==> config.mk <==
export PLATFORM = sky130hd
export DESIGN_NAME = dmem_arbiter
export DESIGN_NICKNAME = d
export VERILOG_FILES = /design/src/rtl/dmem_arbiter.sv
export SDC_FILE = /design/constraint.sdc
export NUM_CORES = 1
export LEC_CHECK = 0
export BUFFER_PORTS_ARGS = -buffer_cell sky130_fd_sc_hd__buf_2
export CAP_MARGIN = 20
export CELL_PAD_IN_SITES_DETAIL_PLACEMENT = 1
export CELL_PAD_IN_SITES_GLOBAL_PLACEMENT = 1
export CORE_AREA = 5 5 76 78
export CTS_BUF_LIST = sky130_fd_sc_hd__clkbuf_8
export DETAILED_ROUTE_END_ITERATION = 10
export DIE_AREA = 0 0 81 83
export PLACE_DENSITY_LB_ADDON = 0.1
export SETUP_SLACK_MARGIN = 0.02
export SKIP_CTS_REPAIR_TIMING = 1
export SYNTH_ARGS = -nofsm -noshare
export SYNTH_HDL_FRONTEND = slang
export SYNTH_SLANG_ARGS = --single-unit
==> constraint.sdc <==
create_clock -name Clock -period 4.6 [get_ports Clock]
set_clock_uncertainty 0.05 [all_clocks]
set_input_delay 0.92 -clock Clock [delete_from_list [all_inputs] [get_ports Clock]]
set_output_delay 0.92 -clock Clock [all_outputs]
set_load 0.01 [all_outputs]
==> src/rtl/dmem_arbiter.sv <==
// Round-robin arbiter sharing one single-port data memory between two requesters,
// with per-requester lock ownership bounded by a MAX_LOCK timeout.
module dmem_arbiter #(
  parameter int AW       = 8,
  parameter int DW       = 16,
  parameter int MAX_LOCK = 4
) (
  input  logic          Clock,
  input  logic          Reset,
  input  logic          R0_REQ,
  input  logic          R0_LOCK,
  input  logic          R0_WR,
  input  logic [AW-1:0] R0_ADDR,
  input  logic [DW-1:0] R0_WDATA,
  output logic          R0_GNT,
  output logic          R0_RVALID,
  output logic [DW-1:0] R0_RDATA,
  input  logic          R1_REQ,
  input  logic          R1_LOCK,
  input  logic          R1_WR,
  input  logic [AW-1:0] R1_ADDR,
  input  logic [DW-1:0] R1_WDATA,
  output logic          R1_GNT,
  output logic          R1_RVALID,
  output logic [DW-1:0] R1_RDATA,
  output logic [AW-1:0] MEM_ADDR,
  output logic          MEM_WR,
  output logic [DW-1:0] MEM_WDATA,
  input  logic [DW-1:0] MEM_RDATA
);

  localparam int LW = $clog2(MAX_LOCK + 1);
  localparam logic [LW-1:0] MAX_L = LW'(MAX_LOCK);

  typedef enum logic [1:0] {IDLE = 2'd0, OWN0 = 2'd1, OWN1 = 2'd2} state_t;

  state_t        state_q, state_d;
  logic          pri_q, pri_d;
  logic [LW-1:0] lcnt_q, lcnt_d, lcnt_inc_s;
  logic          rv0_q, rv0_d, rv1_q, rv1_d;
  logic          gnt0_s, gnt1_s, lock_s;

  // Grant selection and next ownership / priority / lock count
  always_comb begin
    gnt0_s     = 1'b0;
    gnt1_s     = 1'b0;
    lock_s     = 1'b0;
    state_d    = state_q;
    pri_d      = pri_q;
    lcnt_d     = lcnt_q;
    lcnt_inc_s = lcnt_q + LW'(1);
    case (state_q)
      IDLE: begin
        if (R0_REQ && R1_REQ) begin
          gnt0_s = ~pri_q;
          gnt1_s = pri_q;
        end else begin
          gnt0_s = R0_REQ;
          gnt1_s = R1_REQ;
        end
      end
      OWN0: begin
        if (R0_REQ) begin
          gnt0_s = 1'b1;
        end else begin
          state_d = IDLE;
          pri_d   = 1'b1;
          lcnt_d  = '0;
        end
      end
      OWN1: begin
        if (R1_REQ) begin
          gnt1_s = 1'b1;
        end else begin
          state_d = IDLE;
          pri_d   = 1'b0;
          lcnt_d  = '0;
        end
      end
      default: begin
        state_d = IDLE;
        lcnt_d  = '0;
      end
    endcase
    // A granted transaction decides whether ownership persists or times out
    if (gnt0_s || gnt1_s) begin
      lock_s = gnt0_s ? R0_LOCK : R1_LOCK;
      if (lock_s && (lcnt_inc_s < MAX_L)) begin
        state_d = gnt0_s ? OWN0 : OWN1;
        lcnt_d  = lcnt_inc_s;
      end else begin
        state_d = IDLE;
        lcnt_d  = '0;
        pri_d   = gnt0_s;
      end
    end else begin
      lock_s = 1'b0;
    end
    rv0_d = gnt0_s & ~R0_WR;
    rv1_d = gnt1_s & ~R1_WR;
  end

  // Output steering; everything is forced quiet while Reset is high
  always_comb begin
    R0_GNT    = gnt0_s & ~Reset;
    R1_GNT    = gnt1_s & ~Reset;
    R0_RVALID = rv0_q & ~Reset;
    R1_RVALID = rv1_q & ~Reset;
    R0_RDATA  = R0_RVALID ? MEM_RDATA : {DW{1'b0}};
    R1_RDATA  = R1_RVALID ? MEM_RDATA : {DW{1'b0}};
    if (R0_GNT) begin
      MEM_ADDR  = R0_ADDR;
      MEM_WDATA = R0_WDATA;
      MEM_WR    = R0_WR;
    end else if (R1_GNT) begin
      MEM_ADDR  = R1_ADDR;
      MEM_WDATA = R1_WDATA;
      MEM_WR    = R1_WR;
    end else begin
      MEM_ADDR  = {AW{1'b0}};
      MEM_WDATA = {DW{1'b0}};
      MEM_WR    = 1'b0;
    end
  end

  // State, priority, lock counter and read-return registers
  always_ff @(posedge Clock) begin
    if (Reset) begin
      state_q <= IDLE;
      pri_q   <= 1'b0;
      lcnt_q  <= '0;
      rv0_q   <= 1'b0;
      rv1_q   <= 1'b0;
    end else begin
      state_q <= state_d;
      pri_q   <= pri_d;
      lcnt_q  <= lcnt_d;
      rv0_q   <= rv0_d;
      rv1_q   <= rv1_d;
    end
  end

endmodule

### Word-level counts from Yosys, hierarchy flattened

Cells that the tools add are included.

* flip-flop bits (word level): 8
* input port bits: 72
* output and inout port bits: 61
* word-level logic and storage cells: 58

* add/subtract/negate cells: 1
* $lt $le $gt $ge: 1
* equality and inequality tests: 5
* multiplexer cells: 31
* bitwise logic cells: 10
* reductions and logical operators: 5

Operators with widths (number)
* two-way mux 16 bit: 4
* two-way mux 8 bit: 2
* two-way mux 3 bit: 4
* two-way mux 1 bit: 11
* two-way mux 2 bit: 5
* case mux 3 bit (3 select lines): 1
* bitwise AND 1 bit: 6
* inequality test 3 bit, second input constant: 2
* case mux 1 bit (2 select lines): 3
* case mux 2 bit (3 select lines): 1
* NOT 1 bit: 4
* adder 3 x 1 -> 3 bit, second input constant: 1
* < comparator 3 bit, second input constant: 1
* AND reduction 3 bit: 1
* equality test 2 x 1 -> 1 bit, second input constant: 1
* equality test 2 bit, second input constant: 1
* logical AND 1 bit: 2
* zero test 2 bit: 1
* inequality test 2 bit, second input constant: 1
* logical OR 1 bit: 1

### Depth between registers and ports, before layout

* depth after elaboration: 7
* mapped depth: 7
* mapped depth without buffers: 7

### Worst setup path before layout

No wires, ideal clock.

* path type: in2out
* from: input port Reset
* to: output port MEM_ADDR[0]
* arrival: 1952 ps
* required time: 3630 ps
* setup slack: 1678 ps
* stages: 4
* path buffers: 2
* cells stage by stage: clkbuf_1 > nor3_2 > buf_2 > a22o_1

RTL lines
* start: declaration: line 9 `input logic Reset,`
* NOT 1 bit: line 105 `R0_GNT = gnt0_s & ~Reset;`
* bitwise AND 1 bit: line 105
* via R0_GNT: line 15 `output logic R0_GNT,`
* two-way mux 8 bit: line 111 `if (R0_GNT) begin`
* end: declaration: line 26 `output logic [AW-1:0] MEM_ADDR,`

The timed path passes the listed nets, and every way through them passes these cells.

### Worst setup path in the final report

* from: input port R1_REQ
* to: output port MEM_ADDR[5]

* cells in the longest elaborated chain, start to end: 6

Ends and longest elaborated chain
* start: declaration: line 18 `input logic R1_REQ,`
* logical AND 1 bit: line 54 `if (R0_REQ && R1_REQ) begin`
* two-way mux 1 bit: line 54
* case mux 1 bit (2 select lines): line 52 `case (state_q)`
* bitwise AND 1 bit: line 106 `R1_GNT = gnt1_s & ~Reset;`
* two-way mux 8 bit: line 115 `end else if (R1_GNT) begin`
* two-way mux 8 bit *: line 111

Mark *: on every way between the ends. The rest lies on a longest branch, timed or not.

==> flow_summary.ini <==
[outcome]
status = completed

[route]
vias_per_cell = 4.34
drt_first_pass_iters = 4
drt_iter0_drc = 28
wl_per_cell_um = 14.5
vias = 1399
post-route-drc-count = 0
routed_wl_mm = 4.68
antenna_left = 0

[power]
power_density_nw_per_um2 = 178
leakage_nw = 1.01
power_w = 0.000310
peakVddDrop_v = 0.0000892

[grt]
grt_pass1_vias = 1459
grtUsageTotal_pct = 13.6
grt_start_max_net_pins = 28
antenna_found_initial = 0
grt_pass1_wl_mm = 7.35
grt-ovfl-total = 0

[floorplan]
start_util_pct = 19.4
num_rows = 26
die_area_sq_um = 6720
core_sq_um = 5010
die_x_um = 81
die_h_um = 83
ios = 133

[placement]
gp_congestion = 0.716
hpwl_mm = 4.05
numPortBuffers = 132

[cts]
cts-buffers-inserted = 3
insertion_delay_ns = 0.23
path_clk_slew_ns = 0.04
clockRootBuffer = clkbuf_8
cts_sinks = 8
htreeDepth = 1
cts_tree = built
clockBufferDepth = 2

[layout]
drive_gt1_share_pct = 57.1
layout.area.seq_sq_um = 160
num_antenna_cells = 0
nNetsFinal = 331
multi_input_area_sq_um = 763
syn2layout_area_growth_pct = 79.7
nFillCells = 683

[synthesis]
yosysWarningCount = 0
synth_enable_flop_cells = 0
avgSynthCellArea_sq_um = 7.95
synth_area_leader_cell = a22o_1
yosys_most_used_dff = dfxtp_1
synthTopCellsByArea = a22o_1 (22%), and2_1 (21%), dfxtp_1 (17%), ha_1 (6.5%), nand2_1 (3.1%)
netlist_instances = 122
ys_ff_latch = 8
synth_cell_types = 33
async_reset_ff_share_pct = 0
syn_area_sq_um = 970
yosys.area.top_type_share_pct = 21.7
ys_seq_area_share_pct = 16.5
syn-num-nets = 199

[sta]
fmax_mhz = 314
final_max_slew_viol_count = 0
relSlewSlack_pct = 42.2
finalSetupViolCount = 0
hold_viol = 0
fin_crit_sh_pct = 69.2
tns_ns = 0
finalCriticalPeriod_ns = 3.18
rsz0062_at_grt = no
worst_pin_slew_ns = 0.865

[worst_setup_path]
reg2reg_depth = 6
critical_path_required_ns = 3.63
rr_startpoint = state_q[0]
worstSetupPathType = input port to primary output
critPathArrivalTime_ns = 2.21
critical_path.endpoint_type = primary output
rrSetupSlack_ns = 2.73
setup.worst_path.start_class = input port
r2r-end = lcnt_q[0]
startpoint = R1_REQ
endpoint = MEM_ADDR[5]
worstPathMaxFanout = 24

[worst_hold_path]
hp-class = flop to flop
hold_start = lcnt_q[2]

[run]
drv_cap = 0
## flip-flops by register name, summed over array words and instances (netlist names)
register	count
pri_q	1
lcnt_q	3
state_q	2
rv0_q	1
rv1_q	1
## stage by stage
step           instance area [sq um]  hold slack, ns  util (%)  setup slack, ns  std cells
5_1_grt                         1740           0.464      34.8             1.26        322
6_report                        1740           0.445      34.8             1.42        322
3_5_place_dp                    1700           0.443      34.0             1.39        319
3_3_place_gp                    1700           0.441      34.0             1.37        319
4_1_cts                         1740           0.448      34.8             1.39        322
2_1_floorplan                    970           0.418         -             1.68        122
## placed cells by master (no fill, tap or decap), types with 3 or more instances in the layout
cell / count
buf_2: 132
and2_1: 32
a22o_1: 24
nand2_1: 8
dfxtp_1: 8
ha_1: 5
nand4_1: 4
a21oi_1: 4
inv_1: 3
clkbuf_8: 3
## report_power, final
group / leakage, nW / switching, W / internal (W)
combinational: 0.922 / 0.0000775 / 0.0000703
sequential: 0.0652 / 0.00000324 / 0.0000737
clock: 0.0216 / 0.0000287 / 0.0000568
total: 1.01 / 0.000109 / 0.000201
## worst min path at each step
stage                  to  slack (ns)  cells past startpoint
4_1_cts         lcnt_q[2]        0.45                      1
3_5_place_dp    lcnt_q[2]        0.44                      1
2_1_floorplan  state_q[0]        0.42                      2
3_3_place_gp    lcnt_q[2]        0.44                      1
6_report        lcnt_q[2]        0.45                      1
5_1_grt         lcnt_q[2]        0.46                      1
## area by class of cell
type                    instances  area share (%)
multi-input cells             103            43.8
repair buffers                134            38.8
flip-flops and latches          8            9.19
well taps                      70            5.03
clock buffers                   3            2.37
inverters                       4           0.861
## synth_stat cells (all sizes together), types with 2 or more instances
| cell type | n |
|---|---|
| buf | 4 |
| a21oi | 4 |
| a31oi | 3 |
| ha | 5 |
| nand2 | 9 |
| nand4 | 4 |
| and2 | 32 |
| nand3 | 2 |
| nor2 | 2 |
| dfxtp | 8 |
| inv | 4 |
| nor3 | 4 |
| clkbuf | 3 |
| nor2b | 2 |
| a22o | 24 |
## cell families (layout without fill, tap and decap cells)
family,Yosys count,in the layout,share of synthesized area (%)
XOR/XNOR,1,1,0.903
flip-flops,8,8,16.5
buffers and inverters,11,141,4.77
adder cells (fa/ha/maj),5,5,6.45
AO/OA/AOI/OAI,36,36,32.4
AND/OR/NAND/NOR,61,61,39.0
## metal layers
metal / global-route usage, % / share of wire (%) / vias up
li1: - / - / 708
met3: 5.09 / 8.4 / 4
met4: 1.84 / 0.58 / 0
met5: 0 / 0 / -
met1: 13.6 / 35 / 635
met2: 26.5 / 56 / 52
## worst max-delay path, cell delays in order
cell	delay, ns
buf_2	0.11
nand2_2	0.07
a31oi_4	0.26
nor2_4	0.10
nor3_4	0.15
buf_4	0.28
a22o_1	0.19
buf_2	0.13
Power figures use the tool's default switching activity.
